--- src/rtl/mem_pkg.sv ---
// Shared definitions for the memory-access stage: bus widths, memory op codes
// and small op-decoding helpers used by the stage and its load extender.
// Op codes above OP_SW are not memory ops; the helpers classify them as NOP.
package mem_pkg;

  localparam int REG_W      = 32;  // RegBus     = 31:0
  localparam int REG_ADDR_W = 5;   // RegAddrBus = 4:0
  localparam int MEM_OP_W   = 4;   // MemOpBus   = 3:0
  localparam int BYTE_W     = 8;   // MemByteBus = 7:0

  localparam logic Enable = 1'b1;
  localparam logic Stop   = 1'b0;

  localparam logic [MEM_OP_W-1:0] OP_NOP = 4'd0;
  localparam logic [MEM_OP_W-1:0] OP_LB  = 4'd1;
  localparam logic [MEM_OP_W-1:0] OP_LH  = 4'd2;
  localparam logic [MEM_OP_W-1:0] OP_LW  = 4'd3;
  localparam logic [MEM_OP_W-1:0] OP_LBU = 4'd4;
  localparam logic [MEM_OP_W-1:0] OP_LHU = 4'd5;
  localparam logic [MEM_OP_W-1:0] OP_SB  = 4'd6;
  localparam logic [MEM_OP_W-1:0] OP_SH  = 4'd7;
  localparam logic [MEM_OP_W-1:0] OP_SW  = 4'd8;

  function automatic logic op_is_load(input logic [MEM_OP_W-1:0] op);
    return (op >= OP_LB) && (op <= OP_LHU);
  endfunction

  function automatic logic op_is_store(input logic [MEM_OP_W-1:0] op);
    return (op >= OP_SB) && (op <= OP_SW);
  endfunction

  // Number of bytes moved by a memory op (0 for non-memory codes).
  function automatic logic [2:0] op_nbytes(input logic [MEM_OP_W-1:0] op);
    case (op)
      OP_LB, OP_LBU, OP_SB: return 3'd1;
      OP_LH, OP_LHU, OP_SH: return 3'd2;
      OP_LW, OP_SW:         return 3'd4;
      default:              return 3'd0;
    endcase
  endfunction

endpackage

--- src/rtl/mem_load_ext.sv ---
// Load result extender: turns the assembled little-endian load buffer into the
// 32-bit register value, sign-extending LB/LH and zero-extending LBU/LHU/LW.
// Ports: ld_buf (assembled bytes, unused high bytes are 0), op (mem op), word (result).
module mem_load_ext
  import mem_pkg::*;
(
  input  logic [REG_W-1:0]    ld_buf,
  input  logic [MEM_OP_W-1:0] op,
  output logic [REG_W-1:0]    word
);

  always_comb begin
    word = ld_buf;
    case (op)
      OP_LB:   word = {{24{ld_buf[7]}}, ld_buf[7:0]};
      OP_LH:   word = {{16{ld_buf[15]}}, ld_buf[15:0]};
      OP_LBU:  word = {24'd0, ld_buf[7:0]};
      OP_LHU:  word = {16'd0, ld_buf[15:0]};
      default: word = ld_buf;
    endcase
  end

endmodule

--- src/rtl/mem.sv ---
// Memory-access pipeline stage: ALU results pass through, loads/stores run byte-serially.
// Latency: pass-through ops 0 cycles; n-byte access stalls n+1 cycles plus one per wait state.
// Backpressure: stallreq_mem freezes the pipeline while an access is in flight; mc_ready stretches bytes.
// Ports: ex_* from ex_mem, mem_* to mem_wb/forwarding, mc_* byte-wide memory-controller port.
module mem
  import mem_pkg::*;
#(
  parameter int ADDR_W = 32
) (
  input  logic                  clk,
  input  logic                  rst,
  input  logic                  ex_we,
  input  logic [REG_ADDR_W-1:0] ex_waddr,
  input  logic [REG_W-1:0]      ex_wdata,
  input  logic [MEM_OP_W-1:0]   ex_mem_op,
  input  logic [31:0]           ex_mem_addr,
  input  logic [REG_W-1:0]      ex_mem_sdata,
  output logic                  mem_we,
  output logic [REG_ADDR_W-1:0] mem_waddr,
  output logic [REG_W-1:0]      mem_wdata,
  output logic                  stallreq_mem,
  output logic                  mc_req,
  output logic                  mc_wr,
  output logic [ADDR_W-1:0]     mc_addr,
  output logic [BYTE_W-1:0]     mc_wdata,
  input  logic [BYTE_W-1:0]     mc_rdata,
  input  logic                  mc_ready
);

  typedef enum logic [1:0] {S_IDLE, S_ACCESS, S_DONE} state_t;

  state_t             state;
  logic [1:0]         k;
  logic [REG_W-1:0]   ld_buf;
  logic               mc_req_q;
  logic               mc_wr_q;
  logic [ADDR_W-1:0]  mc_addr_q;
  logic [BYTE_W-1:0]  mc_wdata_q;

  logic               is_ld;
  logic               is_st;
  logic [2:0]         nbytes;
  logic [1:0]         k_nxt;
  logic               last_byte;
  logic [REG_W-1:0]   ld_word;

  // ex_mem is frozen by our stall, so the ex_* inputs stay valid for the whole access.
  assign is_ld     = op_is_load(ex_mem_op);
  assign is_st     = op_is_store(ex_mem_op);
  assign nbytes    = op_nbytes(ex_mem_op);
  assign k_nxt     = k + 2'd1;
  assign last_byte = ({1'b0, k} == (nbytes - 3'd1));

  mem_load_ext u_load_ext (
    .ld_buf (ld_buf),
    .op     (ex_mem_op),
    .word   (ld_word)
  );

  // The next byte's address/data are registered on the edge that completes the
  // current one, so mc_req stays high across bytes and mc_* come straight from flops.
  always_ff @(posedge clk) begin
    if (!rst) begin
      state      <= S_IDLE;
      k          <= 2'd0;
      ld_buf     <= '0;
      mc_req_q   <= 1'b0;
      mc_wr_q    <= 1'b0;
      mc_addr_q  <= '0;
      mc_wdata_q <= '0;
    end else begin
      case (state)
        S_IDLE: begin
          if (is_ld || is_st) begin
            state      <= S_ACCESS;
            k          <= 2'd0;
            ld_buf     <= '0;
            mc_req_q   <= 1'b1;
            mc_wr_q    <= is_st;
            mc_addr_q  <= ADDR_W'(ex_mem_addr);
            mc_wdata_q <= ex_mem_sdata[7:0];
          end
        end
        S_ACCESS: begin
          if (mc_ready) begin
            if (is_ld) ld_buf[8*k +: 8] <= mc_rdata;
            if (last_byte) begin
              state    <= S_DONE;
              mc_req_q <= 1'b0;
              mc_wr_q  <= 1'b0;
            end else begin
              k          <= k_nxt;
              // Address arithmetic wraps naturally at ADDR_W bits.
              mc_addr_q  <= ADDR_W'(ex_mem_addr) + ADDR_W'(k_nxt);
              mc_wdata_q <= ex_mem_sdata[8*k_nxt +: 8];
            end
          end
        end
        S_DONE:  state <= S_IDLE;
        default: state <= S_IDLE;
      endcase
    end
  end

  always_comb begin
    mem_we       = 1'b0;
    mem_waddr    = '0;
    mem_wdata    = '0;
    stallreq_mem = 1'b0;
    if (rst) begin
      mem_waddr = ex_waddr;
      mem_wdata = ex_wdata;
      case (state)
        S_IDLE: begin
          if (is_ld || is_st) stallreq_mem = 1'b1;
          else                mem_we       = ex_we;
        end
        S_ACCESS: stallreq_mem = 1'b1;
        S_DONE: begin
          mem_we = ex_we;
          if (is_ld) mem_wdata = ld_word;
        end
        default: ;
      endcase
    end
  end

  // Reset forces the controller port low immediately, abandoning any transfer.
  assign mc_req   = rst & mc_req_q;
  assign mc_wr    = rst & mc_wr_q;
  assign mc_addr  = {ADDR_W{rst}} & mc_addr_q;
  assign mc_wdata = {BYTE_W{rst}} & mc_wdata_q;

endmodule

--- config.mk ---
export PLATFORM = sky130hd
export DESIGN_NAME = mem
export DESIGN_NICKNAME = d
export VERILOG_FILES = /design/src/rtl/mem_pkg.sv /design/src/rtl/mem_load_ext.sv /design/src/rtl/mem.sv
export SDC_FILE = /design/constraint.sdc
export NUM_CORES = 1
export LEC_CHECK = 0
export ABC_CLOCK_PERIOD_IN_PS = 3740
export CAP_MARGIN = 20
export CORE_ASPECT_RATIO = 1.1
export CORE_MARGIN = 3
export CORE_UTILIZATION = 50
export DETAILED_ROUTE_END_ITERATION = 16
export DONT_BUFFER_PORTS = 1
export GPL_TIMING_DRIVEN = 0
export SKIP_CTS_REPAIR_TIMING = 1
export SLEW_MARGIN = 5
export SYNTH_ARGS = -nofsm -noshare
export SYNTH_HDL_FRONTEND = slang
export SYNTH_SLANG_ARGS = --single-unit
export TNS_END_PERCENT = 100
--- constraint.sdc ---
create_clock -name clk -period 3.74 [get_ports clk]
set_input_delay 0.374 -clock clk [delete_from_list [all_inputs] [get_ports clk]]
set_output_delay 0.374 -clock clk [all_outputs]
set_load 0.1 [all_outputs]
==> results.txt <==
----------------------------------------------------
[Pwr]
  Switching share of total power ... 41.6%
  Sequential Power Share ... 37.5%
  Largest vdd supply drop ... 0.000260 V
  Areal power density over the cells ... 416 nW/um2
  Sw Pwr ... 1.01 mW
  Part of the total power dissipated in the clock network ... 26.3%
  P_leak ... 2.07 nW
  Power share of the combinational group ... 36.1%
  Internal power summed over all cells ... 1.42 mW

[Worst setup path]
  Slack of the worst reg-to-reg path ... 0.79 ns
  Critical path type ... register to output pin
  Slowest cell delay on critical path ... 0.91 ns
  Type of element capturing the critical path ... output pin
  Critical register-to-register path endpoint ... ld_buf[24]$_SDFFE_PN0P_
  Highest net fanout along the worst path ... 10
  Data required time of the critical path ... 3.37 ns
  Critical-path cell list ... buf_4 -> nand2b_1 -> nor4_1 -> buf_2 -> clkbuf_1 -> o211ai_1 -> a21oi_2
  Crit path DAT ... 3.20 ns
  Number of cell instances on the worst register-to-register path ... 9
  Crit Reg-Reg Startpoint ... k[0]$_SDFFE_PN0P_
  Crit-path leading delay family ... compound AO/OA/AOI/OAI gates
  Sort of element at the start of the critical path ... register
  Cell with the biggest individual delay on the critical path ... a21oi_2
  Count of buffering cells on the critical path with inverters included ... 3

[Synthesis]
  Flops & latches, synth ... 78
  Register area share after synthesis ... 29.2%
  Number of enable flip-flop cells after synthesis ... 0
  Syn Std Cell Area ... 5340 um2
  Post-Synthesis Net Count ... 811
  Proportion of register bits with asynchronous set or reset after synthesis ... 0%
  Post-synthesis average cell area ... 7.78 um2
  Post-synth top flop ... dfxtp_1
  Cells after Synth ... 686
  Count of synthesis-stage warnings from yosys ... 0
  Synth unique cells ... 59

[GRT]
  Gr ovfl total ... 0
  Pin count of the biggest net entering global routing ... 13
  Antenna violations before repair ... 0
  Global-route wire length before repair ... 24.9 mm
  Total global-route track usage ... 25.6%
  Number of global-route vias before repair ... 4870

[Cells and area]
  Fillcell total ... 992
  Most common library cell in the layout ignoring fill and taps ... nand2_1
  Commonest non-fill, non-tap cells in the layout ... 80 x nand2_1, 78 x dfxtp_1, 48 x a21oi_1
  Multi-input combinational cell area ... 3570 um2
  Fin area ... 5860 um2
  Diode insertion count for antenna repair ... 0
  Signed area change from the synthesized netlist to the final layout ... 9.84%
  Sequential Area ... 1560 um2
  Total number of nets in the final design ... 824
  Proportion of layout cells with a drive suffix above 1 ... 14.6%

[Floorplan]
  Initial core utilization ... 52.7%
  Top-level I/O count ... 198
  Die X-Extent ... 105 um
  Total die area ... 12000 um2
  Number of core rows ... 38
  CORE AREA ... 10100 um2
  Die outline height ... 114 um

[Worst hold path]
  Launch point of the worst hold path ... mc_rdata[0]
  Count of cells along the worst hold path ... 2
  Capture endpoint of the worst hold path ... ld_buf[16]$_SDFFE_PN0P_
  HP Class ... input pin to register

[Job]
  Reported max-cap violation count ... 0

[CTS]
  Number of clock sinks seen by CTS ... 78
  Cts bufs inserted ... 9
  Clock network latency to the later pin of the worst-skew pair ... 0.36 ns
  Largest buffer count on any clock path ... 2
  Clock-pin slew on the worst setup and hold paths ... 0.08 ns
  Clk Tree Root Cell ... clkbuf_8
  # H-tree levels ... 3
  CTS tree ... done

[STA]
  RSZ-0062 raised after global routing ... false
  Slew @ Worst Pin ... 1.20 ns
  Final critical-path share of the clock period ... 95.7%
  Final Hold Vio Count ... 0
  Final setup violation count ... 0
  Relative max-transition margin ... 19.8%
  Maximum clock skew at final layout ... 0.0135 ns
  Highest clock frequency the design can meet ... 0.279 GHz
  Final critical-path required period ... 3.58 ns
  Final hold slack ... 0.161 ns
  Max Transition Viols Final ... 0

[Routing]
  Final ANT Viol Nets ... 0
  Via count ... 5030
  Detailed Routing Iterations Pass 1 ... 6
  Average routed wire per standard cell ... 18.4 um
  Total wirelength of the detailed-routed design ... 15.5 mm
  DRC violations left ... 0
  Number of DRC markers in iteration 0 ... 344
  Mean number of vias per cell ... 5.96

[Outcome]
  Result of the run ... finished clean

[Placed design]
  Half-perimeter wire length after placement ... 12.2 mm
  Global placement routability congestion ... 0.884
  Buffers on Ports ... 0
  Post-place instance area ... 5670 um2

----------------------------------------------------
-- synth_stat cells (all sizes together) (7+ instances only) --
cell / count / area [um2]
dfxtp: 78 / 1560
clkbuf: 41 / 154
and2: 38 / 238
inv: 20 / 75.1
a21oi: 81 / 417
mux2: 20 / 267
nor4: 10 / 75.1
o22ai: 8 / 50.1
a211oi: 46 / 375
xnor2: 28 / 245
nand3: 44 / 220
nand2: 80 / 300
ha: 7 / 87.6
nand2b: 36 / 225
o21ai: 15 / 75.1
o211ai: 16 / 120
buf: 18 / 118
nor3: 15 / 80.1
nor2: 14 / 52.6
mux2i: 11 / 110
-- logic make-up (layout without fill, tap and decap cells) --
group | Yosys count | count (layout) | synth area share [%]
mux | 31 | 31 | 7.05
compound gates | 184 | 184 | 22.2
buf+inv | 79 | 97 | 6.49
flops | 78 | 78 | 29.2
simple gates | 277 | 277 | 28.2
fa+ha+maj | 8 | 8 | 2.02
xor+xnor | 29 | 29 | 4.76
-- layer usage --
| metal | global-route usage [%] | wire length [um] |
|---|---|---|
| met1 | 32.2 | 6660 |
| met2 | 43.0 | 7260 |
| met3 | 6.20 | 1210 |
| met4 | 8.87 | 416 |
| met5 | 0 | 0 |
-- power by group through the flow --
stage / Clock (mW) / Sequential (mW) / Combinational [mW]
2_1_floorplan: 0 / 0.926 / 0.774
3_3_place_gp: 0 / 0.933 / 0.858
3_5_place_dp: 0 / 0.934 / 0.881
4_1_cts: 0.653 / 0.915 / 0.882
5_1_grt: 0.686 / 0.921 / 0.933
6_report: 0.642 / 0.915 / 0.880
-- area by class of cell --
class	count	area share (%)
multi-input cells	529	60.9
flip-flops and latches	78	26.6
plain buffers	59	4.63
well taps	140	2.99
clock buffers	13	2.54
inverters	20	1.28
clock inverters	3	0.747
repair buffers	2	0.277
-- registers in the layout, summed over array words and instances (netlist names) --
name and flops:
mc_addr_q 32, state 2, k 2, mc_wdata_q 8
mc_req_q 1, ld_buf 32, mc_wr_q 1
-- how the worst max path moves through the flow --
| stage | cells past startpoint | from | to |
|---|---|---|---|
| 2_1_floorplan | 7 | ex_mem_op[0] | mem_wdata[29] |
| 3_3_place_gp | 6 | ex_mem_op[2] | mem_wdata[16] |
| 3_5_place_dp | 7 | ex_mem_op[2] | mem_wdata[29] |
| 4_1_cts | 7 | state[0]$_SDFFE_PN0P_ | mem_wdata[29] |
| 5_1_grt | 7 | state[0]$_SDFFE_PN0P_ | mem_wdata[29] |
| 6_report | 7 | state[0]$_SDFFE_PN0P_ | mem_wdata[29] |
-- worst register-to-register path, cell delays in order, from the launching register on --
cell and delay [ns]:
dfxtp_1 0.48, inv_1 0.20, ha_1 0.39, clkbuf_1 0.21
nand2b_1 0.18, clkbuf_1 0.23, nor4_1 0.53, clkdlybuf4s15_2 0.36
nand3_1 0.15, a21oi_1 0.16
-- metrics by stage --
stage                     power (mW)  utilization (%)  TNS (ns)  std cells  worst slack, ns
after floorplan                 1.70                -         0        686            0.261
after CTS                       2.45             57.9         0        844            0.129
after global placement          1.79             54.5    -13.10        826           -0.534
after global routing            2.54             57.9         0        844           0.0139
after detailed placement        1.81             56.0         0        828            0.417
final                           2.44             57.9         0        844            0.161
Note: power is estimated with default switching activity, not from simulation.
